File: src/rtl/replay_fifo.sv
// rtl/replay_fifo.sv - link-layer replay buffer: FIFO with ACK-based retention and NAK-driven replay
module replay_fifo #(
  parameter int DATA_WIDTH = 16,
  parameter int ADDR_WIDTH = 3
) (
  input  logic                  Clk,
  input  logic                  Rst,
  input  logic                  EN,
  input  logic [DATA_WIDTH-1:0] dataIn,
  input  logic                  WR,
  input  logic                  RD,
  input  logic                  ACK,
  input  logic [ADDR_WIDTH:0]   ACK_NUM,
  input  logic                  NAK,
  output logic [DATA_WIDTH-1:0] dataOut,
  output logic                  EMPTY,
  output logic                  FULL,
  output logic [ADDR_WIDTH:0]   OCC,
  output logic [ADDR_WIDTH:0]   INFLIGHT,
  output logic                  REPLAYING,
  output logic                  OVF,
  output logic                  UNF,
  output logic                  ACK_ERR
);

  localparam logic [ADDR_WIDTH:0] DEPTH = {1'b1, {ADDR_WIDTH{1'b0}}};

  logic [DATA_WIDTH-1:0] mem [0:(1<<ADDR_WIDTH)-1];

  logic [ADDR_WIDTH:0]   wr_ptr, rd_ptr, ack_ptr, replay_mark;
  logic                  replaying;
  logic [DATA_WIDTH-1:0] data_q;
  logic                  ovf_q, unf_q, ack_err_q;

  logic [ADDR_WIDTH:0]   occ, inflight, rdcnt;
  logic                  full, empty;
  logic                  wr_acc, rd_acc, ack_acc, nak_fire;
  logic [ADDR_WIDTH:0]   ack_new, rd_inc, mark_dist, rd_lag, nak_inflight;
  logic                  ack_clear;
  logic [ADDR_WIDTH:0]   wr_nxt, rd_nxt, mark_nxt;
  logic                  rep_nxt;

  // Derived counts and request qualification, all from pre-edge state.
  always_comb begin
    occ       = wr_ptr - ack_ptr;
    inflight  = rd_ptr - ack_ptr;
    rdcnt     = wr_ptr - rd_ptr;
    full      = (occ == DEPTH);
    empty     = (rdcnt == '0);
    wr_acc    = EN & WR & ~full;
    rd_acc    = EN & RD & ~empty & ~NAK;
    ack_acc   = EN & ACK & (ACK_NUM <= inflight);
    nak_fire  = EN & NAK;
    ack_new   = ack_acc ? (ack_ptr + ACK_NUM) : ack_ptr;
    rd_inc    = rd_ptr + 1'b1;
    mark_dist = replay_mark - ack_ptr;
    // A NAK sees the ACK of the same cycle; the suppressed read leaves rd_ptr as-is.
    nak_inflight = rd_ptr - ack_new;
  end

  // Next-state for pointers and replay tracking; NAK is applied last so it wins over the read.
  always_comb begin
    wr_nxt    = wr_acc ? (wr_ptr + 1'b1) : wr_ptr;
    rd_nxt    = rd_acc ? rd_inc : rd_ptr;
    rep_nxt   = replaying;
    mark_nxt  = replay_mark;
    ack_clear = 1'b0;
    rd_lag    = '0;
    if (replaying && rd_acc && (rd_inc == replay_mark)) begin
      rep_nxt = 1'b0;
    end
    if (replaying && ack_acc && (ACK_NUM != '0) && (mark_dist <= ACK_NUM)) begin
      ack_clear = 1'b1;
      rep_nxt   = 1'b0;
      rd_lag    = rd_nxt - ack_ptr;
      if (rd_lag < ACK_NUM) begin
        rd_nxt = ack_new;
      end
    end
    if (nak_fire) begin
      rd_nxt = ack_new;
      if (nak_inflight != '0) begin
        rep_nxt = 1'b1;
        // A NAK during an ongoing replay restarts it but keeps the original high-water mark.
        if (!(replaying && !ack_clear)) begin
          mark_nxt = rd_ptr;
        end
      end
    end
  end

  // Storage array; no reset, stale entries are unreachable once pointers clear.
  always_ff @(posedge Clk) begin
    if (wr_acc) begin
      mem[wr_ptr[ADDR_WIDTH-1:0]] <= dataIn;
    end
  end

  // Pointer, read-data and error-pulse registers.
  always_ff @(posedge Clk) begin
    if (Rst) begin
      wr_ptr      <= '0;
      rd_ptr      <= '0;
      ack_ptr     <= '0;
      replay_mark <= '0;
      replaying   <= 1'b0;
      data_q      <= '0;
      ovf_q       <= 1'b0;
      unf_q       <= 1'b0;
      ack_err_q   <= 1'b0;
    end else begin
      wr_ptr      <= wr_nxt;
      rd_ptr      <= rd_nxt;
      ack_ptr     <= ack_new;
      replay_mark <= mark_nxt;
      replaying   <= rep_nxt;
      if (rd_acc) begin
        data_q <= mem[rd_ptr[ADDR_WIDTH-1:0]];
      end
      ovf_q     <= EN & WR & full;
      unf_q     <= EN & RD & empty & ~NAK;
      ack_err_q <= EN & ACK & (ACK_NUM > inflight);
    end
  end

  assign dataOut   = data_q;
  assign EMPTY     = empty;
  assign FULL      = full;
  assign OCC       = occ;
  assign INFLIGHT  = inflight;
  assign REPLAYING = replaying;
  assign OVF       = ovf_q;
  assign UNF       = unf_q;
  assign ACK_ERR   = ack_err_q;

endmodule

File: config.mk
export PLATFORM = sky130hd
export DESIGN_NAME = replay_fifo
export DESIGN_NICKNAME = d
export VERILOG_FILES = /design/src/rtl/replay_fifo.sv
export SDC_FILE = /design/constraint.sdc
export NUM_CORES = 1
export LEC_CHECK = 0
export CAP_MARGIN = 20
export CORE_MARGIN = 4
export CORE_UTILIZATION = 40
export DETAILED_ROUTE_END_ITERATION = 7
export PLACE_DENSITY = 0.55
export SLEW_MARGIN = 30
export SYNTH_ARGS = -nofsm -noshare
export SYNTH_HDL_FRONTEND = slang
export SYNTH_SLANG_ARGS = --single-unit
File: constraint.sdc
create_clock -name Clk -period 5.2 [get_ports Clk]
set_input_delay 0.78 -clock Clk [delete_from_list [all_inputs] [get_ports Clk]]
set_output_delay 0.78 -clock Clk [all_outputs]
set_load 0.03 [all_outputs]
=== Yosys cells after proc, flatten, opt, wreduce, memory -nomap -nowiden ===
Memory sizes are Yosys's and may differ from the RTL's. A register that Yosys moved wholly into a read port is not among the register bits.
Index checks and enable logic that the tools add are counted.

* Memories kept: 1
* Word-level logic and storage cells: 63
* Register bits: 20
* Output and inout port bits: 30
* RAM bits: 128
* Bits of input ports: 27

* $lt $le $gt $ge: 4
* Bitwise logic cells: 16
* Reduce and logical (&&, ||, !) cells: 11
* $add $sub $neg: 9
* Mux-type cells: 12
* Eq/ne operators: 2

{| class="wikitable"
|+ Memory list
! name !! depth !! bits a word !! rd ports !! clocked after memory_dff !! wr ports !! RTL line !! source
|-
| mem || 8 || 16 || 1 || 1 || 1 || 28 || <nowiki>logic [DATA_WIDTH-1:0] mem [0:(1<<ADDR_WIDTH)-1];</nowiki>
|}

{| class="wikitable"
|+ Operators by type and width
! operator !! number
|-
| subtractor 4 bit || 6
|-
| two-way mux 4 bit || 5
|-
| bitwise AND 1 bit || 12
|-
| adder 4 x 1 -> 4 bit, second input constant || 2
|-
| <= comparator 4 bit || 2
|-
| nonzero test 4 bit || 2
|-
| two-way mux 1 bit || 7
|-
| logical AND 1 bit || 6
|-
| adder 4 bit || 1
|-
| == test 4 bit || 1
|-
| == test 4 bit, second input constant || 1
|-
| greater-than comparator 4 bit || 1
|-
| zero test 4 bit || 1
|-
| < comparator 4 bit || 1
|-
| NOT 1 bit || 4
|-
| AND reduction 3 bit || 1
|-
| zero test 1 bit || 1
|}

=== Longest topological paths before layout ===
Gate-level depths: netlist of the first run.

* Depth after elaboration: 11
* Gate-level depth with buffers: 20
* Gate-level depth less buffers: 18

=== Least setup slack after synthesis of the first run ===
OpenSTA, ideal clock, no wires.

* Kind: reg-to-reg
* Start point: register rd_ptr[2]
* End point: register rd_ptr[0]
* Period minus slack after synthesis: 4.219 ns
* Required time: 5.114 ns
* Setup time: 0.086 ns
* Slack: 0.981 ns
* Cell stages (with the launch flop): 20
* Path buffers: 2
* Arrival time: 4.134 ns
* Cell sequence: dfxtp_1 -> clkbuf_1 -> clkbuf_1 -> inv_1 -> ha_1 -> xnor2_1 -> nor4b_2 -> nor3_4 -> mux2i_1 -> inv_1 -> ha_1 -> a21o_1 -> a21oi_1 -> xnor2_1 -> xnor2_1 -> ha_1 -> a21oi_1 -> a21oi_1 -> nor2_1 -> a211oi_1

* Cells in the longest elaborated chain, start to end: 11
* Elaborated cells on any way between the ends: 19
* Classes of those cells: add/sub: 4; order compare: 2; mux: 5; bitwise: 4; reduce/logical: 4

{| class="wikitable"
|+ RTL lines
! element !! RTL line !! source
|-
| start: declaration || 30 || <nowiki>logic [ADDR_WIDTH:0] wr_ptr, rd_ptr, ack_ptr, replay_mark;</nowiki>
|-
| start signal: assignment || 113 || <nowiki>rd_ptr <= rd_nxt;</nowiki>
|-
| subtractor 4 bit || 47 || <nowiki>rdcnt = wr_ptr - rd_ptr;</nowiki>
|-
| zero test 4 bit || 49 || <nowiki>empty = (rdcnt == '0);</nowiki>
|-
| NOT 1 bit || 51 || <nowiki>rd_acc = EN & RD & ~empty & ~NAK;</nowiki>
|-
| bitwise AND 1 bit (2 in a row) || 51 ||
|-
| two-way mux 4 bit || 64 || <nowiki>rd_nxt = rd_acc ? rd_inc : rd_ptr;</nowiki>
|-
| subtractor 4 bit || 75 || <nowiki>rd_lag = rd_nxt - ack_ptr;</nowiki>
|-
| < comparator 4 bit || 76 || <nowiki>if (rd_lag < ACK_NUM) begin</nowiki>
|-
| two-way mux 4 bit || 76 ||
|-
| two-way mux 4 bit || 72 || <nowiki>if (replaying && ack_acc && (ACK_NUM != '0) && (mark_dist <= ACK_NUM)) begin</nowiki>
|-
| two-way mux 4 bit * || 80 || <nowiki>if (nak_fire) begin</nowiki>
|}

Mark *: on every way between the ends. The rest lies on a longest branch, timed or not.
A chain may end at the register's enable or synchronous reset.

=== Worst setup path after layout of the first run ===
* Start point: register ack_ptr[1]
* End point: register replay_mark[3]

* Cells in the longest elaborated chain, start to end: 11
* Elaborated cells on any way between the ends: 17
* Classes of those cells: add/sub: 4; order compare: 2; mux: 2; bitwise: 2; reduce/logical: 7

{| class="wikitable"
|+ RTL lines
! element !! RTL line !! source
|-
| start: declaration || 30 ||
|-
| start signal: assignment || 114 || <nowiki>ack_ptr <= ack_new;</nowiki>
|-
| branches (longest 10 deep; another with subtractor 4 bit) || - ||
|-
| AND reduction 3 bit (no source line) * || - ||
|-
| end signal: assignment || 115 || <nowiki>replay_mark <= mark_nxt;</nowiki>
|-
| end: declaration || 30 ||
|}

Mark *: on every way between the ends.

==> metrics.md, run 1 <==
| Metric | Value |
|---|---|
| Status | completed |
| Post-synth top cells | 128 x edfxtp_1, 51 x nand2_1, 36 x dfxtp_1 |
| CTS Buffer Depth | 2 |
| Fin. max-slew vios | 0 |
| Setup violators final | 0 |
| Yosys reg bits | 164 |
| Dominant synthesized flop cell | edfxtp_1 |
| Yosys top cell area share | 52.4% |
| Final TNS setup | 0 ps |
| Worst path most repeated cell | ha_1 |
| Clock slew at reported path FFs | 60 ps |
| Leakage | 0.00305 uW |
| Total congestion overflow | 0 |
| DR iter-0 viols | 176 |
| Final hold vios | 0 |
| Register area | 4570 um^2 |
| Fmax | 0.230 GHz |
| Starting Density | 40.7% |
| Least-Margin Pin Slew | 747 ps |
| Worst EP arrival | 4660 ps |
| Ports | 57 |
| Fraction of layout cells with a size suffix above 1 | 16.6% |
| Cell taking the most area after synthesis | edfxtp_1 |
| Final ANT Viol Nets | 0 |
| Total wire length | 15.9 mm |
| DP HPWL | 10.0 mm |
| Cell family with most CP delay | compound AO/OA/AOI/OAI gates |
| Cell count after synthesis | 491 |
| Post-CTS resize count | 0 |
| Avg Cell Area, Syn | 14.9 um^2 |
| RePlAce Congestion | 0.859 |
| Fin nets | 626 |
| Die W | 143 um |
| Post-synthesis cell type count | 49 |
| Pin count of the biggest net entering global routing | 39 |
| Initial antenna violation count | 0 |
| Vias in the first global route | 4536 |
| Via count | 4180 |
| H-tree lvl count | 4 |
| Vias per cell | 5.21 |
| CTS tree | yes |
| Antenna Cells | 0 |
| Die Footprint | 20600 um^2 |
| Clock Skew | 11.1 ps |
| CTS root buf | clkbuf_16 |
| Asr flop ratio synth | 0% |
| Syn nets | 556 |
| Setup Crit Path Kind | register to register |
| Maxcap violations | 0 |
| Tmin final | 4350 ps |
| HP Class | register to register |
| CTS Buf Count | 17 |
| Slew HR | 50.2% |
| DR WL/cell | 19.8 um |
| Die Y | 143 um |
| Worst VDD drop | 354 uV |
| Ys Warns | 0 |
| CP cell instances | inv_1, ha_1, a21o_1, a21o_1, xnor2_1, ha_1, and4_4, a32oi_4, nor2_1, a21oi_1, ha_1, nor2_1, xnor2_2, xnor2_1, o311a_4, mux2i_1 |
| PwrDens | 440 nW/um^2 |
| Row cnt | 49 |
| Largest stage delay on the critical path | 590 ps |
| First-pass GRT wire length | 25.0 mm |
| Area Growth Syn to Fin | 20.4% |
| Largest fanout on the critical path | 7 |
| Cell area after synthesis | 7330 um^2 |
| # hold bufs at CTS | 0 |
| DRT Pass-1 Iters | 4 |
| Postcts setup bufs | 0 |
| Multi-input logic area | 2580 um^2 |
| Remaining DRCs | 0 |
| RSZ-0062 raised after global routing | no |
| CP bufs+invs | 1 |
| Fillers | 1568 |
| Sequential area share after synthesis | 62.2% |
| GRT Resource Usage Total | 16.3% |
| Most common cell in the netlist | edfxtp_1 |
| Port bufs | 56 |
| Clock latency at the later pin of the worst-skew pair | 430 ps |
| Clk sinks | 164 |
| Crit start category | register |
| Synth area leaders | edfxtp_1 52%, dfxtp_1 9.8%, mux4_2 9.8% |
| Worst path slowest cell | dfxtp_1 |
| Core box area | 18000 um^2 |
| Crit end category | register |
| Critical path required time | 5500 ps |
| Fin crit share | 83.7% |
| Number of synthesized flops with an enable pin | 128 |
| Layout Utilization | 49.0% |
## stage by stage
step | cell area [um^2] | cells | total power, uW | setup WS (ps) | hold WS (ps)
6_report | 8830 | 803 | 3880 | 846 | 506
5_1_grt | 8830 | 803 | 4080 | 421 | 527
4_1_cts | 8830 | 803 | 3920 | 782 | 512
3_5_place_dp | 8210 | 771 | 2610 | 786 | 495
3_3_place_gp | 8210 | 771 | 2580 | 849 | 479
2_1_floorplan | 7330 | 491 | 2290 | 981 | 460
## flip-flops by register name, summed over array words and instances, names as in the netlist, 4 cells and up
register	flops
mem	128
replay_mark	4
rd_ptr	4
dataOut	16
ack_ptr	4
wr_ptr	4
## worst paths after layout
check	slack, ps	end	cells after the start	from
max	850	replay_mark[3]	16	ack_ptr[1]
min	510	replay_mark[0]	2	replay_mark[0]
max reg2reg	850	replay_mark[3]	16	ack_ptr[1]
min reg2reg	510	replay_mark[0]	2	replay_mark[0]
## routing by layer
metal	up-vias	part of all wire [%]	track usage [%]
met4	0	1.2	5.15
met1	2115	46	21.5
met2	69	49	27.3
li1	1979	-	-
met3	17	3.7	3.29
met5	-	0	0
## worst register-to-register path, delay by kind of cell, from the launching register on
family / cells / cell delay, ps
mux: 1 / 130
compound gates: 5 / 1330
fa+ha+maj: 3 / 970
simple gates: 3 / 460
buf+inv: 1 / 260
flops: 1 / 590
xor+xnor: 3 / 490
## placed cells by master (no fill, tap or decap), drive strengths merged, types with 3 or more instances in the layout
master	instances
a21o	7
a21oi	13
dfxtp	36
nand2	52
o21ai	5
nand3	3
xnor2	26
a211oi	3
edfxtp	128
clkinv	5
fa	5
nand2b	4
clkbuf	17
inv	35
ha	33
buf	13
nor2	32
mux4	32
xor2	6
clkinvlp	3
bufinv	3
a311oi	16
clkdlybuf4s50	56
and2	4
nor3	6
mux2i	7
nor2b	5
## cell type report
| class | count | area share [%] |
|---|---|---|
| clock buffers | 17 | 4.82 |
| clock inverters | 15 | 2.17 |
| inverters | 31 | 1.32 |
| multi-input cells | 278 | 29.3 |
| flip-flops and latches | 164 | 51.7 |
| well taps | 229 | 3.25 |
| repair buffers | 69 | 7.45 |
## power breakdown
part	internal [uW]	leakage (uW)	switching, uW	total (uW)
Sequential	1480	0.00145	46.3	1520
Clock	768	0.000293	540	1310
Combinational	468	0.00131	581	1050
## logic make-up after synthesis
group           count (synthesis)  synth area share, %
xor+xnor                       32                 3.92
fa+ha+maj                      38                 7.00
mux                            39                 10.8
buf+inv                        49                 2.68
simple gates                  114                 7.29
compound gates                 55                 6.04
flops                         164                 62.2
Power figures use the tool's default switching activity.
==> inputs of run 2 (changes only) <==
Settings changed: PLACE_DENSITY 0.55 to 0.57.
Clock period 5.2 ns to 3.6 ns, I/O delays scaled along.
==> metrics.md, run 2 (synthesis gave the netlist of run 1 again) <==
| Metric | Value |
|---|---|
| Maxcap violations | 0 |
| Clk sinks | 164 |
| DRT Pass-1 Iters | 4 |
| Row cnt | 49 |
| Placed cell areas | 8600 um^2 |
| Fin. max-slew vios | 0 |
| Ports | 57 |
| Die Footprint | 20600 um^2 |
| Clock Skew | 12.1 ps |
| CP cell instances | clkinv_4, ha_4, nor2b_4, o21ai_4, a2111oi_4, nor3_4, xnor2_2, ha_2, fa_1, inv_1, ha_1, a21boi_1, o21ai_1, nand2b_1, a21oi_2, a21o_1, and2_4, a211oi_2 |
| Largest stage delay on the critical path | 480 ps |
| Worst EP arrival | 3880 ps |
| PwrDens | 623 nW/um^2 |
| R2R setup slack | 20 ps |
| Status | completed |
| Setup violators final | 0 |
| Total congestion overflow | 0 |
| Vias per cell | 5.15 |
| RSZ-0062 raised after global routing | yes |
| CTS Buffer Depth | 2 |
| Reg power frac | 37.6% |
| Reg-to-Reg End | rd_ptr[1] |
| Crit Reg-Reg Startpoint | rd_ptr[1] |
| Pin count of the biggest net entering global routing | 39 |
| Fraction of layout cells with a size suffix above 1 | 27.7% |
| Least-Margin Pin Slew | 697 ps |
| Switch Pwr | 1850 uW |
| Fin crit share | 99.4% |
| # hold bufs at CTS | 0 |
| CP bufs+invs | 2 |
| Die Y | 143 um |
| Reg2reg path depth | 18 |
| Fin nets | 665 |
| Core box area | 18000 um^2 |
| Max FFs per register | 128 |
| Last element of the critical path | rd_ptr[1] |
| Clk pwr share | 29.9% |
| Via count | 4336 |
| Commonest non-fill, non-tap cell in the layout | edfxtp_1 |
| Starting Density | 40.7% |
| DR iter-0 viols | 234 |
| Layout Utilization | 51.7% |
| Switching Share | 31.8% |
| H-tree lvl count | 4 |
| Power Total | 5810 uW |
| Tmin final | 3580 ps |
| Initial antenna violation count | 0 |
| Internal | 3970 uW |
| CTS Buf Count | 17 |
| First-pass GRT wire length | 26.0 mm |
| Clock latency at the later pin of the worst-skew pair | 430 ps |
| Leakage | 0.00329 uW |
| CTS tree | yes |
| Critical Path Stages | 18 |
| Vias in the first global route | 4670 |
| Port bufs | 56 |
| HP Class | register to register |
| GRT Resource Usage Total | 17.0% |
| DR WL/cell | 19.7 um |
| Worst path slowest cell | fa_1 |
| Crit start category | register |
| Final worst setup slack | 20.5 ps |
| Commonest non-fill, non-tap cells in the layout | 128 x edfxtp_1, 55 x clkdlybuf4s50_1, 52 x buf_4 |
| Critical path required time | 3900 ps |
| Final hold vios | 0 |
| Total wire length | 16.6 mm |
| Die W | 143 um |
| Largest fanout on the critical path | 4 |
| Remaining DRCs | 0 |
| Finished Cell Area | 9320 um^2 |
| Clock slew at reported path FFs | 70 ps |
| Cell family with most CP delay | adder cells |
| Crit path from | rd_ptr[1] |
| CTS root buf | clkbuf_16 |
| Slew HR | 53.5% |
| Crit end category | register |
| RePlAce Congestion | 0.838 |
| Antenna Cells | 0 |
| Final ANT Viol Nets | 0 |
| Pre-CTS setup slack | -111 ps |
| Fmax | 0.279 GHz |
| DP HPWL | 10.5 mm |
| Worst VDD drop | 516 uV |
| Area Growth Syn to Fin | 27.1% |
| Logic pwr share | 32.5% |
| Setup Crit Path Kind | register to register |
==> run 2: area by class of cell <==
class                      count  area [um^2]
fill                        1550         8700
sequential                   164         4570
multi-input combinational    278         2830
timing repair buffer         108          952
clock buffer                  17          425
tap                          229          287
clock inverter                15          138
inverter                      31          124
==> run 2: what timing repair did <==
| action | in CTS | in global routing |
|---|---|---|
| endpoints found under the setup margin | 8 | 9 |
| setup buffers | 1 | 4 |
| pin swaps | 1 | 20 |
| resized for setup | 2 | 22 |
==> run 2: worst min-delay path, cell delays in order, from the launching register on <==
cell     delay (ps)
dfxtp_1         340
nand2_1          60
mux2i_1          50
==> run 2: worst min-delay path by stage <==
| stage | start | endpoint | slack [ps] | cells past startpoint |
|---|---|---|---|---|
| finish | replay_mark[3] | replay_mark[3] | 500 | 2 |
| global route | replay_mark[0] | replay_mark[0] | 540 | 2 |
| CTS | replay_mark[3] | replay_mark[3] | 500 | 2 |
| detailed placement | replay_mark[3] | replay_mark[3] | 500 | 2 |
| global placement | replay_mark[0] | replay_mark[0] | 480 | 2 |
| floorplan | replay_mark[0] | replay_mark[0] | 460 | 2 |
==> run 2: metal layers <==
| metal | global-route usage (%) | vias up | part of all wire [%] |
|---|---|---|---|
| li1 | - | 2061 | - |
| met1 | 22.4 | 2178 | 45 |
| met2 | 28.3 | 78 | 49 |
| met3 | 4.19 | 19 | 4.3 |
| met4 | 4.86 | 0 | 1.5 |
| met5 | 0 | - | 0 |
==> run 2: metrics by stage <==
| stage | hold slack [ps] | TNS [ps] | instances |
|---|---|---|---|
| global placement | 476 | -21.8 | 805 |
| global route | 544 | -953 | 842 |
| finish | 502 | 0 | 842 |
| detailed placement | 495 | -423 | 805 |
| floorplan | 460 | -1100 | 491 |
| CTS | 505 | 0 | 838 |
==> run 2: power by group through the flow <==
stage,Sequential (uW),Combinational (uW),Clock (uW)
after floorplan,2270,1130,0
after global placement,2220,1730,0
after detailed placement,2230,1770,0
after CTS,2190,1790,1770
after global routing,2200,2070,1860
final,2190,1890,1740
==> inputs of run 3 (changes only) <==
Settings changed: SKIP_LAST_GASP from default to 1.
==> results of run 3 <==
No change in the layout: final DEF, timing and power equal those of run 2.
